--- src/rtl/neighbor_fifo_dispatch_if.sv ---
// rtl/neighbor_fifo_dispatch_if.sv - upstream FIFO read port and downstream valid/ready entry stream
interface neighbor_fifo_dispatch_if #(
  parameter int DATA_W = 64
);
  logic              fifo_rempty;
  logic              fifo_rinc;
  logic [DATA_W-1:0] fifo_rdata;
  logic              out_valid;
  logic [DATA_W-1:0] out_data;
  logic              out_ready;

  modport master (
    input  fifo_rempty, fifo_rdata, out_ready,
    output fifo_rinc, out_valid, out_data
  );

  modport slave (
    output fifo_rempty, fifo_rdata, out_ready,
    input  fifo_rinc, out_valid, out_data
  );
endinterface

--- src/rtl/neighbor_fifo_dispatch.sv ---
// rtl/neighbor_fifo_dispatch.sv - pulls neighbor-info entries from a FIFO into a 2-entry buffer and dispatches them
module neighbor_fifo_dispatch #(
  parameter int DATA_W = 64,
  parameter int CNT_W  = 16
) (
  input  logic                     i_clk,
  input  logic                     i_rst,
  input  logic                     i_enable,
  input  logic                     i_drain_req,
  neighbor_fifo_dispatch_if.master bus,
  output logic                     o_drain_done,
  output logic                     o_busy,
  output logic [CNT_W-1:0]         o_disp_cnt
);

  typedef enum logic [1:0] {S_IDLE, S_RUN, S_DRAIN} state_t;

  localparam logic [CNT_W-1:0] CNT_ONE = {{(CNT_W-1){1'b0}}, 1'b1};

  state_t            r_state;
  logic [DATA_W-1:0] r_buf0;
  logic [DATA_W-1:0] r_buf1;
  logic [1:0]        r_occ;
  logic              r_inflight;
  logic [CNT_W-1:0]  r_disp_cnt;

  logic       w_active;
  logic       w_valid;
  logic       w_pop;
  logic       w_rinc;
  logic       w_drained;
  logic [1:0] w_level;
  logic [1:0] w_wr_idx;

  assign w_active  = (r_state == S_RUN) || (r_state == S_DRAIN);
  assign w_valid   = !i_rst && (r_occ != 2'd0);
  assign w_pop     = w_valid && bus.out_ready;
  // Occupancy once this cycle's landing entry and pop settle; a read is only
  // issued if its data will still find a free slot next cycle.
  assign w_level   = r_occ + {1'b0, r_inflight} - {1'b0, w_pop};
  assign w_wr_idx  = r_occ - {1'b0, w_pop};
  assign w_rinc    = !i_rst && w_active && !bus.fifo_rempty && (w_level < 2'd2);
  assign w_drained = (r_state == S_DRAIN) && bus.fifo_rempty && !r_inflight && (r_occ == 2'd0);

  assign bus.fifo_rinc = w_rinc;
  assign bus.out_valid = w_valid;
  assign bus.out_data  = w_valid ? r_buf0 : '0;
  assign o_drain_done  = !i_rst && w_drained;
  assign o_busy        = !i_rst && ((r_state != S_IDLE) || (r_occ != 2'd0) || r_inflight);
  assign o_disp_cnt    = i_rst ? '0 : r_disp_cnt;

  always_ff @(posedge i_clk) begin
    if (i_rst) begin
      r_state    <= S_IDLE;
      r_buf0     <= '0;
      r_buf1     <= '0;
      r_occ      <= 2'd0;
      r_inflight <= 1'b0;
      r_disp_cnt <= '0;
    end else begin
      r_inflight <= w_rinc;
      r_occ      <= w_level;
      if (w_pop) begin
        r_buf0     <= r_buf1;
        r_disp_cnt <= r_disp_cnt + CNT_ONE;
      end
      // The landing entry goes behind whatever survives this cycle's pop.
      if (r_inflight) begin
        if (w_wr_idx == 2'd0) r_buf0 <= bus.fifo_rdata;
        else                  r_buf1 <= bus.fifo_rdata;
      end
      case (r_state)
        S_IDLE: begin
          if (i_drain_req)   r_state <= S_DRAIN;
          else if (i_enable) r_state <= S_RUN;
        end
        S_RUN: begin
          if (i_drain_req)    r_state <= S_DRAIN;
          else if (!i_enable) r_state <= S_IDLE;
        end
        S_DRAIN: begin
          if (w_drained) r_state <= S_IDLE;
        end
        default: r_state <= S_IDLE;
      endcase
    end
  end

endmodule

--- src/flat_wrapper.sv ---
// flat-port wrapper written by rule: the top's interface ports become plain ports
module neighbor_fifo_dispatch_flat 
#(
  parameter int DATA_W = 64,
  parameter int CNT_W  = 16
)
  (i_clk, i_rst, i_enable, i_drain_req, o_drain_done, o_busy, o_disp_cnt, bus_fifo_rempty, bus_fifo_rdata, bus_out_ready, bus_fifo_rinc, bus_out_valid, bus_out_data);
  neighbor_fifo_dispatch_if #(.DATA_W(DATA_W)) bus_i ();
  input  logic i_clk;
  input  logic i_rst;
  input  logic i_enable;
  input  logic i_drain_req;
  output logic o_drain_done;
  output logic o_busy;
  output logic [CNT_W-1:0] o_disp_cnt;
  input wire logic [$bits(bus_i.fifo_rempty)-1:0] bus_fifo_rempty;
  input wire logic [$bits(bus_i.fifo_rdata)-1:0] bus_fifo_rdata;
  input wire logic [$bits(bus_i.out_ready)-1:0] bus_out_ready;
  output wire logic [$bits(bus_i.fifo_rinc)-1:0] bus_fifo_rinc;
  output wire logic [$bits(bus_i.out_valid)-1:0] bus_out_valid;
  output wire logic [$bits(bus_i.out_data)-1:0] bus_out_data;
  assign bus_i.fifo_rempty = bus_fifo_rempty;
  assign bus_i.fifo_rdata = bus_fifo_rdata;
  assign bus_i.out_ready = bus_out_ready;
  assign bus_fifo_rinc = bus_i.fifo_rinc;
  assign bus_out_valid = bus_i.out_valid;
  assign bus_out_data = bus_i.out_data;
  neighbor_fifo_dispatch #(.DATA_W(DATA_W), .CNT_W(CNT_W)) u_core (.i_clk(i_clk), .i_rst(i_rst), .i_enable(i_enable), .i_drain_req(i_drain_req), .bus(bus_i), .o_drain_done(o_drain_done), .o_busy(o_busy), .o_disp_cnt(o_disp_cnt));
endmodule
--- config.mk ---
export PLATFORM = sky130hd
export DESIGN_NAME = neighbor_fifo_dispatch_flat
export DESIGN_NICKNAME = d
export VERILOG_FILES = /design/src/rtl/neighbor_fifo_dispatch_if.sv /design/src/rtl/neighbor_fifo_dispatch.sv /design/src/flat_wrapper.sv
export SDC_FILE = /design/constraint.sdc
export NUM_CORES = 1
export LEC_CHECK = 0
export BUFFER_PORTS_ARGS = -buffer_cell sky130_fd_sc_hd__clkbuf_2
export CORE_AREA = 2 2 142 144
export CTS_BUF_LIST = sky130_fd_sc_hd__clkbuf_16
export DETAILED_ROUTE_END_ITERATION = 16
export DIE_AREA = 0 0 144 146
export RECOVER_POWER = 25
export SYNTH_ARGS = -nofsm -noshare
export SYNTH_HDL_FRONTEND = slang
export SYNTH_SLANG_ARGS = --single-unit
--- constraint.sdc ---
create_clock -name i_clk -period 2.16 [get_ports i_clk]
set_input_delay 0.216 -clock i_clk [delete_from_list [all_inputs] [get_ports i_clk]]
set_output_delay 0.216 -clock i_clk [all_outputs]
set_load 0.03 [all_outputs]
* Word level (Yosys, flattened, before mapping)
Cells that the tools add are included.
Storage, ports and cells: register bits 149, input port bits 70, output and inout port bits 84, word-level logic and storage cells 51
Operators by class: add/sub/neg operators 4, $lt $le $gt $ge 1, eq/ne operators 5, muxes and demuxes 11, bitwise logic cells 1, reductions and logical operators 23
Operator list (count):
- $mux W64 | 4
- $add A16 B1 Y16 const B | 1
- $mux W16 | 1
- $logic_and A1 B1 Y1 | 10
- $mux W2 | 5
- $logic_not A2 Y1 | 3
- $ne A3 B3 Y1 const B | 2
- $pmux W2 S3 | 1
- $reduce_bool A2 Y1 | 2
- $sub A2 B1 Y2 | 2
- $logic_not A1 Y1 | 3
- $logic_or A1 B1 Y1 | 3
- $reduce_and A3 Y1 | 1
- $add A2 B1 Y2 | 1
- $eq A2 B1 Y1 const B | 1
- $eq A2 B2 Y1 const B | 1
- $lt A2 B2 Y1 const B | 1
- $ne A2 B1 Y1 const B | 1
- $reduce_and A2 Y1 | 1
- $not A1 Y1 | 1

* Longest topological paths before layout
word-level depth 7, depth in mapped cells 8, depth with buffers taken out 6

* Worst setup path before layout
No wires, ideal clock.
path kind register -> output, start reg u_core.r_occ[0], end out bus_fifo_rinc, data arrival time 2521 ps, required time 1944 ps, slack -577 ps, cell stages (with the launch flop) 9, path buffers 2, cells stage by stage dfxtp_1 > buf_6 > o21ba_2 > nand2_2 > clkbuf_1 > xnor2_1 > ha_1 > xnor2_1 > nor4b_1
On the way: word-level cells in the longest chain between the ends 6, elaborated cells on any way between the ends 7, classes of those cells 2 x add/sub; 1 x order compare; 4 x reduce/logical
RTL lines:
- start: declaration | RTL line neighbor_fifo_dispatch.sv:23 | logic [1:0] r_occ;
- start signal: assignment | RTL line neighbor_fifo_dispatch.sv:62 | r_occ <= w_level;
- branches (longest 3 deep; another with $add A2 B1 Y2)
- $sub A2 B1 Y2 (*) | RTL line neighbor_fifo_dispatch.sv:40 | assign w_level = r_occ + {1'b0, r_inflight} - {1'b0, w_pop};
- $lt A2 B2 Y1 (*) | RTL line neighbor_fifo_dispatch.sv:42 | assign w_rinc = !i_rst && w_active && !bus.fifo_rempty && (w_level < 2'd2);
- $logic_and A1 B1 Y1 (*) | RTL line neighbor_fifo_dispatch.sv:42
- end: declaration | RTL line flat_wrapper.sv:19 | output wire logic [$bits(bus_i.fifo_rinc)-1:0] bus_fifo_rinc;
Every way passes the cells marked *.

* Worst setup path after layout
Ends and elaborated chain as after synthesis.

==> impl_metrics.csv <==
group,metric,value,unit
status,status,"finished with violations",
status,violations,"setup timing",
worst_setup_path,slowest_stage,"dfxtp_2",
placed_design,dp_cells,1204,
clocking,path_clk_slew,0.06,ns
final_layout,final-seq-area,2990,um^2
final_layout,final_cells,1241,
synthesis,synthCells,848,
pwr,ir_drop,0.575,mV
synthesis,ys_seq_elements,149,
final_layout,fin_nets,1037,
worst_setup_path,worst_setup_path_end_kind,"output port",
worst_hold_path,worstHoldPathType,"input pin to register",
worst_setup_path,startpoint,"u_core.r_occ[0]$_SDFF_PP0_",
synthesis,synth_ff_type,"dfxtp_1",
worst_setup_path,reg2reg_slack,0.21,ns
worst_setup_path,arrival,1.99,ns
synthesis,synth.net_count,923,
global_route,grt.overflow.total,0,
route,drcViolationCount,0,
route,firstDrtPassIters,4,
sta,maxClockFrequency,454,MHz
worst_setup_path,reg2reg_from,"u_core.r_occ[0]$_SDFF_PP0_",
pwr,power.density,747,nW/um^2
route,wl,17900,um
synthesis,syn-cell-area,7330,um^2
synthesis,ys_seq_area_share,40.7,%
die,die_w,144,um
die,die_area,21000,um^2
die,die_height,146,um
clocking,clk_latency,0.41,ns
die,coreArea,19300,um^2
sta,hold_violations,0,
worst_setup_path,worstPathRequired,1.94,ns
synthesis,synth.distinct_cells,40,
worst_setup_path,worst_path_largest_cell_delay,0.33,ns
sta,finalCritPeriodShare,102,%
sta,max_slew.worst_pin.slew,1.02,ns
sta,fin_setup_tns,-0.0444,ns
worst_setup_path,crit_fanout,3,
global_route,antenna_found_initial,1,
placed_design,io_buffers,153,
global_route,met1_usage,23.8,%
synthesis,syn_avg_cell_area,8.65,um^2
global_route,gr-usage-met3,3.78,%
synthesis,yosysWarnings,0,
clocking,cts_root_buf,"clkbuf_16",
global_route,grtUsageTotal,16.7,%
route,drt_iter0_drc,287,
pwr,power,0.00671,W
clocking,h-tree-depth,4,
sta,relSlewSlack,31.9,%
global_route,grt_pass1_wl,28600,um
route,viasPerCell,4.84,
clocking,clkSinkCount,149,
global_route,grt_pass1_vias,5587,
die,rows,51,
worst_setup_path,timing.rr.end,"u_core.r_buf1[30]$_SDFFE_PP0P_",
route,ant_nets,0,
final_layout,drive_gt1_share,22.8,%
route,vias,6009,
placed_design,routabilityCongestion,0.725,
final_layout,final_area,8990,um^2
final_layout,final_cell_mix,"clkbuf_2 (150), dfxtp_1 (147), nand2b_1 (128), nor2_1 (78), nand3_1 (70)",
route,wire_per_inst,14.4,um
pwr,p_leak,3.42,nW
worst_setup_path,crit_top_cell,"xnor2_4",
worst_setup_path,crit_end,"bus_fifo_rinc",
synthesis,synth_edf_count,0,
clocking,cts.path.max_buffers,2,
sta,finalClockSkew,0.00905,ns
worst_setup_path,r2r_cells,4,
sta,grt_setup_unrepaired,"yes",
global_route,grt-busiest-layer,"met2",
final_layout,areaGrowthSynthToFinish,22.6,%
worst_setup_path,crit_chain,"o21ba_4 -> nand2_4 -> xnor2_4 -> ha_4 -> xnor2_4 -> nor4b_4 -> clkbuf_8",
final_layout,multi_input_area,4030,um^2
placed_design,place_worst_setup_slack,0.107,ns
die,io_pins,154,
global_route,grt_max_degree,121,
sta,worst_slack,-0.0444,ns
placed_design,placed_area,8250,um^2
worst_setup_path,crit_type,"register to output port",
final_layout,fill_cells,1979,
worst_setup_path,start_kind,"register",
clocking,cts_tree,"done",
sta,period_needed,2.20,ns
placed_design,dp_hpwl,10600,um
clocking,cts_buffers,17,
final_layout,final_common_cell,"clkbuf_2",
global_route,grtUsageMet2,25.3,%
sta,drv_slew,0,
flow_run,drv_cap,0,
die,start_util,37.9,%
synthesis,synth_async_sr_flop_share,0,%
sta,setup_viol,1,
==> worst min-delay path by stage <==
| stage | from | end | slack (ns) | cells after the start |
|---|---|---|---|---|
| 6_report | bus_fifo_rdata[48] | u_core.r_buf1[48]$_SDFFE_PP0P_ | 0.06 | 3 |
| 5_1_grt | bus_fifo_rdata[23] | u_core.r_buf1[23]$_SDFFE_PP0P_ | 0.05 | 3 |
| 4_1_cts | bus_fifo_rdata[48] | u_core.r_buf1[48]$_SDFFE_PP0P_ | 0.04 | 3 |
| 3_5_place_dp | u_core.r_buf1[26]$_SDFFE_PP0P_ | u_core.r_buf1[26]$_SDFFE_PP0P_ | 0.46 | 2 |
| 2_1_floorplan | bus_fifo_rempty | u_core.r_inflight$_SDFF_PP0_ | 0.30 | 1 |
| 3_3_place_gp | u_core.r_buf1[29]$_SDFFE_PP0P_ | u_core.r_buf1[29]$_SDFFE_PP0P_ | 0.46 | 2 |
==> power breakdown <==
| group | switching (W) | internal, W | leakage [nW] |
|---|---|---|---|
| combinational | 0.000430 | 0.000303 | 1.94 |
| sequential | 0.0000526 | 0.00287 | 1.21 |
| clock | 0.00124 | 0.00183 | 0.280 |
| total | 0.00172 | 0.00499 | 3.42 |
==> per-stage QoR <==
step / hold slack, ns / util [%]
2_1_floorplan: 0.295 / -
3_3_place_gp: 0.457 / 42.7
3_5_place_dp: 0.462 / 42.7
4_1_cts: 0.0373 / 46.1
5_1_grt: 0.0529 / 46.5
6_report: 0.0593 / 46.5
==> critical path: cells and delay by family, from the launching register on <==
family	cells	cell delay, ns
buffers and inverters	1	0.22
adder cells (fa/ha/maj)	1	0.18
XOR/XNOR	2	0.20
AO/OA/AOI/OAI	1	0.23
AND/OR/NAND/NOR	2	0.41
flip-flops	1	0.33
==> synth_stat cells (2+ instances only) <==
cell type | instances | area [um^2]
nor2_1 | 78 | 293
clkbuf_1 | 39 | 146
a311oi_1 | 64 | 561
nand4_1 | 4 | 25.0
buf_4 | 3 | 22.5
dfxtp_1 | 149 | 2980
or3_1 | 2 | 12.5
mux2_2 | 4 | 45.0
xor2_1 | 9 | 78.8
nand3_1 | 70 | 350
inv_1 | 4 | 15.0
nor2b_1 | 17 | 106
mux2i_1 | 65 | 651
nor4b_1 | 2 | 17.5
and4_1 | 3 | 26.3
a21oi_1 | 5 | 25.0
xnor2_1 | 3 | 26.3
o21ai_0 | 6 | 30.0
buf_2 | 26 | 130
nor3_1 | 3 | 15.0
ha_1 | 5 | 62.6
and2_1 | 65 | 407
buf_6 | 8 | 90.1
nand2_1 | 68 | 255
and3_1 | 4 | 25.0
nand2b_1 | 128 | 801
==> final cells by class <==
type | instances | area share [%]
Tap cell | 265 | 3.69
Timing Repair Buffer | 172 | 11.4
Inverter | 4 | 0.167
Multi-Input combinational cell | 618 | 44.8
Clock buffer | 17 | 4.73
Antenna cell | 1 | 0.0278
Sequential cell | 149 | 33.2
Clock inverter | 15 | 2.00
==> cell families (layout without fill, tap and decap cells) <==
| kind of cell | Yosys count | count (layout) | synth area share [%] |
|---|---|---|---|
| and+or+nand+nor | 452 | 452 | 32.8 |
| DFF | 149 | 149 | 40.7 |
| buffers and inverters | 81 | 208 | 5.56 |
| AOI/OAI and AO/OA | 79 | 79 | 8.97 |
| muxes | 70 | 70 | 9.69 |
| xor gates and xnor gates | 12 | 12 | 1.43 |
| adders and majority gates | 5 | 5 | 0.853 |
| other | 0 | 1 | 0 |
==> layer usage <==
layer	share of wire, %	routed length (um)
met5	0	0
met4	0.38	68
met3	4.4	794
met2	44	7890
met1	51	9150
==> what timing repair did <==
action,CTS,global route
setup buffers,2,1
gates resized for setup,10,7
cloned,0,1
pin swaps,5,3
endpoints found under the setup margin,3,36
hold buffers,0,0
==> sequential cells by signal (all words and copies together) (netlist names) <==
signal,flops
u_core.r_inflight,1
u_core.r_state,2
u_core.r_occ,2
u_core.r_buf0,64
u_core.r_disp_cnt,16
u_core.r_buf1,64
Note: power is estimated with default switching activity, not from simulation.
